$ cat src/rtl/oled_cmd_arbiter.sv
// Round-robin arbiter sharing one OLED driver command port.
// Optional watchdog abort: define OLED_ARB_WDOG_EN.
module oled_cmd_arbiter #(
    parameter int NREQ      = 3,
    parameter int CMD_W     = 88,
    parameter int TO_CYCLES = 4096
) (
    input  logic                                     clk,
    input  logic                                     rst,
    input  logic [NREQ-1:0]                          req,
    input  logic [NREQ*CMD_W-1:0]                    cmd_in,
    input  logic                                     rdy_oled,
    output logic                                     draw,
    output logic [CMD_W-1:0]                         oled_IR,
    output logic [NREQ-1:0]                          ack,
    output logic [((NREQ > 1) ? $clog2(NREQ) : 1)-1:0] grant_id,
    output logic                                     busy,
    output logic                                     timeout
);

    localparam int GW = (NREQ > 1) ? $clog2(NREQ) : 1;

    typedef enum logic [2:0] {
        IDLE,
        LOAD,
        STROBE,
        WAIT_LOW,
        WAIT_HIGH,
        DONE
    } state_t;

    state_t            state;
    state_t            state_d;
    logic [GW-1:0]     last_grant;
    logic [GW-1:0]     lg_d;
    logic [GW-1:0]     gid_d;
    logic [GW-1:0]     winner;
    logic [GW-1:0]     idx;
    logic              found;
    logic [CMD_W-1:0]  ir_d;
    logic              draw_d;
    logic [NREQ-1:0]   ack_d;
    logic [CMD_W-1:0]  cmds [NREQ];

`ifdef OLED_ARB_WDOG_EN
    localparam int CW = (TO_CYCLES > 1) ? $clog2(TO_CYCLES) : 1;
    logic [CW-1:0]     wd_cnt;
    logic              wd_hit;
    logic              to_d;
`endif

    for (genvar i = 0; i < NREQ; i++) begin : g_cmd
        assign cmds[i] = cmd_in[i*CMD_W +: CMD_W];
    end

    assign busy = (state != IDLE);

    // Find the first requester after the previous winner, wrapping around
    always_comb begin
        winner = last_grant;
        found  = 1'b0;
        idx    = '0;
        for (int k = 1; k <= NREQ; k++) begin
            idx = GW'((int'(last_grant) + k) % NREQ);
            if (!found && req[idx]) begin
                winner = idx;
                found  = 1'b1;
            end
        end
    end

    // Next-state and next-output logic for one command transaction
    always_comb begin
        state_d = state;
        ir_d    = oled_IR;
        gid_d   = grant_id;
        lg_d    = last_grant;
        draw_d  = 1'b0;
        ack_d   = '0;
`ifdef OLED_ARB_WDOG_EN
        to_d    = 1'b0;
`endif
        unique case (state)
            IDLE: begin
                if (found && rdy_oled) begin
                    ir_d    = cmds[winner];
                    gid_d   = winner;
                    state_d = LOAD;
                end
            end
            LOAD: begin
                draw_d  = 1'b1;
                state_d = STROBE;
            end
            STROBE: begin
                state_d = WAIT_LOW;
            end
            WAIT_LOW: begin
                if (!rdy_oled) begin
                    state_d = WAIT_HIGH;
                end
            end
            WAIT_HIGH: begin
                if (rdy_oled) begin
                    ack_d   = NREQ'(1) << grant_id;
                    lg_d    = grant_id;
                    state_d = DONE;
                end
            end
            DONE: begin
                state_d = IDLE;
            end
            default: begin
                state_d = IDLE;
            end
        endcase
`ifdef OLED_ARB_WDOG_EN
        // A completing handshake wins over a simultaneous watchdog expiry
        if (wd_hit && state_d != DONE &&
            (state == WAIT_LOW || state == WAIT_HIGH)) begin
            to_d    = 1'b1;
            lg_d    = grant_id;
            state_d = IDLE;
        end
`endif
    end

    // State and registered driver-side outputs
    always_ff @(posedge clk) begin
        if (rst) begin
            state      <= IDLE;
            oled_IR    <= '0;
            grant_id   <= '0;
            last_grant <= GW'(NREQ - 1);
            draw       <= 1'b0;
            ack        <= '0;
        end else begin
            state      <= state_d;
            oled_IR    <= ir_d;
            grant_id   <= gid_d;
            last_grant <= lg_d;
            draw       <= draw_d;
            ack        <= ack_d;
        end
    end

`ifdef OLED_ARB_WDOG_EN
    assign wd_hit = (wd_cnt == CW'(TO_CYCLES - 1));

    // Count cycles spent waiting on the driver handshake
    always_ff @(posedge clk) begin
        if (rst) begin
            wd_cnt <= '0;
        end else if (state == STROBE) begin
            wd_cnt <= '0;
        end else if (state == WAIT_LOW || state == WAIT_HIGH) begin
            wd_cnt <= wd_cnt + 1'b1;
        end
    end

    // One-cycle abort pulse
    always_ff @(posedge clk) begin
        if (rst) begin
            timeout <= 1'b0;
        end else begin
            timeout <= to_d;
        end
    end
`else
    assign timeout = 1'b0;
`endif

endmodule

$ cat config.mk
export PLATFORM = sky130hd
export DESIGN_NAME = oled_cmd_arbiter
export DESIGN_NICKNAME = d
export VERILOG_FILES = /design/src/rtl/oled_cmd_arbiter.sv
export SDC_FILE = /design/constraint.sdc
export NUM_CORES = 1
export LEC_CHECK = 0
export ABC_CLOCK_PERIOD_IN_PS = 7100
export CORE_AREA = 2 2 144 146
export CTS_CLUSTER_DIAMETER = 60
export DETAILED_ROUTE_END_ITERATION = 10
export DIE_AREA = 0 0 146 148
export SYNTH_ARGS = -nofsm -noshare
export SYNTH_HDL_FRONTEND = slang
export SYNTH_SLANG_ARGS = --single-unit
$ cat constraint.sdc
create_clock -name clk -period 7.1 [get_ports clk]
set_input_delay 1.42 -clock clk [delete_from_list [all_inputs] [get_ports clk]]
set_output_delay 1.42 -clock clk [all_outputs]
set_load 0.1 [all_outputs]
==> summary.txt, run 1 <==
run status: finished clean
Sw Ratio: 0.410
final hold slack: 462 ps
row count: 52
Reg clk slew, reported paths: 70 ps
Hold-fix buffers, CTS: 0
Peak VDD IR: 0.138 mV
drt initial violations: 154
CP Max Fanout: 38
vias in the first global route: 5,597
crit path time final: 4640 ps
first-pass GRT wire length: 31,300 um
TritonCTS sink count: 99
Resize count post-CTS: 0
Hold/Removal Path Class: reg2reg
setup bufs post-CTS: 0
final wirelength: 20,000 um
setup slack, reg-to-reg: 3320 ps
Seq cells post-synth: 99
I/O Pins: 366
Post-DP HPWL: 14,800 um
RSZ-0062 raised after global routing: false
Clk Latency, worst-skew pair: 350 ps
antenna viol nets, final: 0
syn avg cell area: 8.91 um2
FFs w/ async S/R, synth: 0
Area Growth Syn to Fin: 82.7%
Via density: 4.56
synthesized cell area: 0.00500 mm2
Layout Utilization: 0.456
ratio of cells with drive above 1 in the final layout: 0.0343
Layout Skew: 6.75 ps
H-tree levels: 3
relative slew slack: 0.223
IO Port Bufs: 364
drt first pass iters: 4
synthesized instance count: 561
share of total power in sequential cells: 0.317
synth unique cells: 42
CTS tree: yes
routed length per instance: 17.0 um
CP Class: in2reg
nature of the critical path startpoint: input port
GRT Overall Usage: 0.184
Die ar.: 0.0216 mm2
Setup violations, final: 0
clk root buf: clkbuf_16
Critical Path RT: 7280 ps
clk buf depth: 2
Combinational Power Share: 0.422
drt drc: 0
initial antenna violation count: 1
Seq/Total Area, Yosys: 0.396
Vias: 5,355
CTS buffer count: 9
worst endpoint data arrival time: 4820 ps
Pwr Density: 221 mW/mm2
Initial Util: 0.250
top_reg_cell synth: dfxtp_1
power after layout: 2.02 mW
TNS Setup: 0 ps
MaxCap Viol Count: 0
EDFF count, synth: 0
internal power: 1.19 mW
final hold viol count: 0
die width: 146 um
syn_nets: 835
Slew @ Worst Pin: 1170 ps
clock power share: 0.261
warning count from the yosys run: 0
GRT overflow: 0
leakage: 3.66 nW
commonest non-fill, non-tap cells in the layout: clkdlybuf4s50_1 (364), dfxtp_1 (99), nand2_1 (96)
Slew Viols, Final: 0
Net count, final: 1,173
ant diodes: 0
Highest Clock Rate: 0.215 GHz
final instance area: 0.00914 mm2
core area: 0.0200 mm2
largest net degree at the start of global routing: 53
placed cell areas: 0.00883 mm2
Placer Congestion: 0.770
Worst Setup End Kind: flip-flop
final period utilization: 0.654
most common cell after layout, fill and taps aside: clkdlybuf4s50_1
Die Y-Extent: 148 um
Sw Pwr: 828 uW
## layer usage
metal / track usage / vias up / routed length [um]
li1: - / 2651 / -
met1: 0.217 / 2424 / 8200
met2: 0.311 / 251 / 9450
met3: 0.0608 / 27 / 1760
met4: 0.0670 / 2 / 527
met5: 0 / - / 13
## Yosys cell counts, types with 2 or more instances
| cell | count | area share |
|---|---|---|
| o221ai_1 | 88 | 0.15 |
| a21oi_1 | 2 | 0.0020 |
| inv_1 | 92 | 0.069 |
| clkbuf_1 | 18 | 0.014 |
| buf_2 | 8 | 0.0080 |
| o22ai_1 | 2 | 0.0025 |
| nand2_1 | 97 | 0.073 |
| o21ai_0 | 2 | 0.0020 |
| nand2b_1 | 3 | 0.0038 |
| buf_1 | 2 | 0.0015 |
| and3_1 | 3 | 0.0038 |
| nor2b_1 | 2 | 0.0025 |
| buf_4 | 12 | 0.018 |
| nor2_1 | 6 | 0.0045 |
| ha_1 | 4 | 0.010 |
| nor4b_1 | 3 | 0.0053 |
| nand3_1 | 4 | 0.0040 |
| dfxtp_1 | 99 | 0.40 |
| mux2i_1 | 91 | 0.18 |
## critical path, stage by stage
cell and delay, ps:
clkdlybuf4s50_1 500, a22o_1 300, a211oi_4 290, o22ai_1 170, a32oi_4 690, buf_4 580
nand3b_1 180, buf_4 460, o221ai_1 180
## area by class of cell
cell class	count	area, um2
Fill cell	1983	10900
Timing Repair Buffer	369	3680
Multi-Input combinational cell	328	2480
Sequential cell	99	1980
Inverter	92	345
Tap cell	270	338
Clock buffer	10	239
Clock inverter	6	70.1
## through the flow
stage	std cells	setup WS [ps]
after global placement	1158	2150
after global routing	1174	2250
final	1174	2460
after CTS	1174	2470
after detailed placement	1158	2110
after floorplan	561	4000
## logic make-up after synthesis
kind of cell | share of synthesized area
compound gates | 0.190
mux | 0.182
fa+ha+maj | 0.0100
flops | 0.396
simple gates | 0.105
buf+inv | 0.115
other cells | 0.000750
## power groups by stage
| stage | Clock [mW] | Sequential (mW) | Combinational [mW] |
|---|---|---|---|
| 2_1_floorplan | 0 | 1.03 | 0.172 |
| 3_3_place_gp | 0 | 0.651 | 0.856 |
| 3_5_place_dp | 0 | 0.651 | 0.857 |
| 4_1_cts | 0.544 | 0.640 | 0.859 |
| 5_1_grt | 0.558 | 0.647 | 0.890 |
| 6_report | 0.526 | 0.640 | 0.852 |
## path summary, 6_finish.rpt
kind | endpoint | startpoint | cells after the start
worst min register to register | oled_IR[7]$_SDFFE_PP0P_ | oled_IR[7]$_SDFFE_PP0P_ | 2
worst max-delay path | oled_IR[4]$_SDFFE_PP0P_ | req[2] | 9
worst min-delay path | oled_IR[7]$_SDFFE_PP0P_ | oled_IR[7]$_SDFFE_PP0P_ | 2
worst max register to register | oled_IR[4]$_SDFFE_PP0P_ | last_grant[0]$_SDFFE_PP0N_ | 10
## state kept, by name (all words and copies together) (netlist names)
signal,cells
draw,1
last_grant,2
state,3
oled_IR,88
ack,3
grant_id,2
(Power assumes the default switching activity.)
==> inputs of run 2 (changes only) <==
==> config.mk (replaced) <==
export PLATFORM = sky130hd
export DESIGN_NAME = oled_cmd_arbiter
export DESIGN_NICKNAME = d
export VERILOG_FILES = /design/src/rtl/oled_cmd_arbiter.sv
export SDC_FILE = /design/constraint.sdc
export NUM_CORES = 1
export LEC_CHECK = 0
export ABC_CLOCK_PERIOD_IN_PS = 3900
export CORE_AREA = 2 2 142 144
export CTS_CLUSTER_DIAMETER = 60
export DETAILED_ROUTE_END_ITERATION = 10
export DIE_AREA = 0 0 144 146
export PLACE_DENSITY = 0.66
export SYNTH_ARGS = -nofsm -noshare
export SYNTH_HDL_FRONTEND = slang
export SYNTH_SLANG_ARGS = --single-unit
==> constraint.sdc (replaced) <==
create_clock -name clk -period 3.9 [get_ports clk]
set_input_delay 0.78 -clock clk [delete_from_list [all_inputs] [get_ports clk]]
set_output_delay 0.78 -clock clk [all_outputs]
set_load 0.1 [all_outputs]
==> run 2 against run 1 <==
Worst hold slack worse by 2.2 ps. Utilization rose by 2.0 points. Clock skew increased by 0.66 ps. Final cell count grew 0.51%. Final area increased by 0.81%. Combinational power grew 84%. Clock power increased by 67%. Worst setup slack lost 1600 ps. Register-to-register slack got worse by 2200 ps. First-iteration DRC count up 12%. Largest cell class unchanged.
==> summary.txt, run 2 (same netlist as run 1, synthesis figures left out) <==
clk buf depth: 2 (unchanged)
drt initial violations: 173 (+12%)
vias in the first global route: 5,453 (-2.6%)
H-tree levels: 3 (unchanged)
CP Cell Sequence: clkdlybuf4s50_1 > mux2i_1 > o22ai_2 > o21bai_2 > and3_1 > nand2_2 > buf_4 > o221ai_1
CP Max Fanout: 24 (-37%)
CP Class: in2reg
CP max-delay cell: clkdlybuf4s50_1
Top Registers: oled_IR: 88 flops, ack: 3 flops, state: 3 flops
routed length per instance: 17.0 um (+0.12%)
row count: 51 (-1.9%)
Placer Congestion: 0.823 (+6.8%)
Reg clk slew, reported paths: 70 ps (about the same)
Layout Utilization: 0.476 (+0.0204)
Hold/Removal Path Class: reg2reg
setup bufs post-CTS: 0 (unchanged)
Highest Clock Rate: 0.326 GHz
ratio of cells with drive above 1 in the final layout: 0.0437 (+0.00942)
crit path time final: 3070 ps
CTS tree: yes
Initial Util: 0.259 (+0.00909)
nature of the critical path startpoint: input port
TNS Setup: 0 ps (unchanged)
I/O Pins: 366 (unchanged)
Via density: 4.57 (+0.27%)
largest register by flop count: oled_IR
grt met1 use: 0.210 (-0.00703)
final std cells w/o fill: 1,180 (+0.51%)
clk root buf: clkbuf_16
ant diodes: 0 (unchanged)
CP bufs+invs: 2 (-1)
leakage: 3.70 nW (+1.2%)
Layout Skew: 7.41 ps (+0.659 ps)
commonest non-fill, non-tap cells in the layout: clkdlybuf4s50_1 (364), dfxtp_1 (99), nand2_1 (96)
final instance area: 0.00921 mm2 (+0.81%)
Peak VDD IR: 0.196 mV (+42%)
Pwr Density: 392 mW/mm2 (+77%)
Critical Path RT: 4170 ps (-3110 ps)
Hold-fix buffers, CTS: 0 (unchanged)
core area: 0.0193 mm2 (-3.5%)
RSZ-0062 raised after global routing: false
Die ar.: 0.0210 mm2 (-2.7%)
CTS buffer count: 9 (unchanged)
Setup violations, final: 0 (unchanged)
Slew Viols, Final: 0 (unchanged)
final wirelength: 20,100 um (+0.64%)
drt first pass iters: 6 (+2)
drt drc: 0 (unchanged)
relative slew slack: 0.269 (+0.0457)
first-pass GRT wire length: 30,200 um (-3.3%)
GRT overflow: 0 (unchanged)
final hold slack: 460 ps (-2.20 ps)
family with the most delay on the worst path: buffers and inverters
worst endpoint data arrival time: 3350 ps (-1470 ps)
global route hottest layer: met2
initial antenna violation count: 0 (-1)
die width: 144 um (-1.4%)
placed cell areas: 0.00893 mm2 (+1.1%)
TritonCTS sink count: 99 (unchanged)
final period utilization: 0.788
Clk Latency, worst-skew pair: 350 ps (about the same)
Slew @ Worst Pin: 1090 ps (-72.0 ps)
Worst path max stage delay: 600 ps (-90 ps)
Net count, final: 1,184 (+0.94%)
most common cell after layout, fill and taps aside: clkdlybuf4s50_1
final hold viol count: 0 (unchanged)
Worst Setup End Kind: flip-flop
Resize count post-CTS: 0 (unchanged)
met3 Usage GRT: 0.0536 (-0.00717)
Die Y-Extent: 146 um (-1.4%)
placed cells: 1,164 (+0.52%)
met2 Track Usage GR: 0.328 (+0.0165)
GRT Overall Usage: 0.187 (+0.00298)
max FFs per register: 88 (unchanged)
IO Port Bufs: 364 (unchanged)
Post-DP HPWL: 15,400 um (+4.0%)
largest net degree at the start of global routing: 46 (-13%)
run status: finished clean
MaxCap Viol Count: 0 (unchanged)
Vias: 5,397 (+0.78%)
Area Growth Syn to Fin: 84.2%
antenna viol nets, final: 0 (unchanged)
## run 2: cell count changes in the layout (fill, tap and decap cells not counted), sizes merged
cell / before / now
buf: 5 / 16
clkinv: 1 / 3
bufinv: 1 / 0
clkbuf: 10 / 12
inv: 96 / 93
## run 2: final timing paths
| check | startpoint | to | slack, ps | depth (start not counted) |
|---|---|---|---|---|
| min | oled_IR[49]$_SDFFE_PP0P_ | oled_IR[49]$_SDFFE_PP0P_ | 460 | 2 |
| max reg2reg | last_grant[0]$_SDFFE_PP0N_ | oled_IR[28]$_SDFFE_PP0P_ | 1110 | 9 |
| max | req[0] | oled_IR[28]$_SDFFE_PP0P_ | 830 | 8 |
| min reg2reg | oled_IR[49]$_SDFFE_PP0P_ | oled_IR[49]$_SDFFE_PP0P_ | 460 | 2 |
## run 2: worst reg2reg max path, delay by kind of cell, from the launching register on
family                     cells  cell delay (ps)
AOI/OAI and AO/OA              2              500
adders and majority gates      1              290
buffers and inverters          2              450
DFF                            1              400
and+or+nand+nor                4             1080
## run 2: metrics by stage
step | total power [mW] | setup slack (ps)
finish | 3.61 | 828
global route | 3.75 | 675
CTS | 3.66 | 856
detailed placement | 2.76 | 494
global placement | 2.75 | 541
floorplan | 2.19 | 1440
## run 2: cell type report
cell class              count  area [um2]
flip-flops and latches     99        1980
repair buffers            380        3790
clock buffers              12         246
well taps                 265         332
multi-input cells         328        2480
inverters                  92         345
clock inverters             4        35.0
fillers                  1860       10100
## run 2: metal layers
layer,vias up,share of wire
met5,-,0
met2,230,0.49
met1,2461,0.40
met3,31,0.081
li1,2675,-
met4,0,0.027
## run 2: where the power goes
group / total, mW / switching, mW / leakage [nW] / internal [mW]
Clock: 0.879 / 0.422 / 0.137 / 0.458
Sequential: 1.16 / 0.0524 / 0.809 / 1.11
Combinational: 1.57 / 1.02 / 2.76 / 0.542
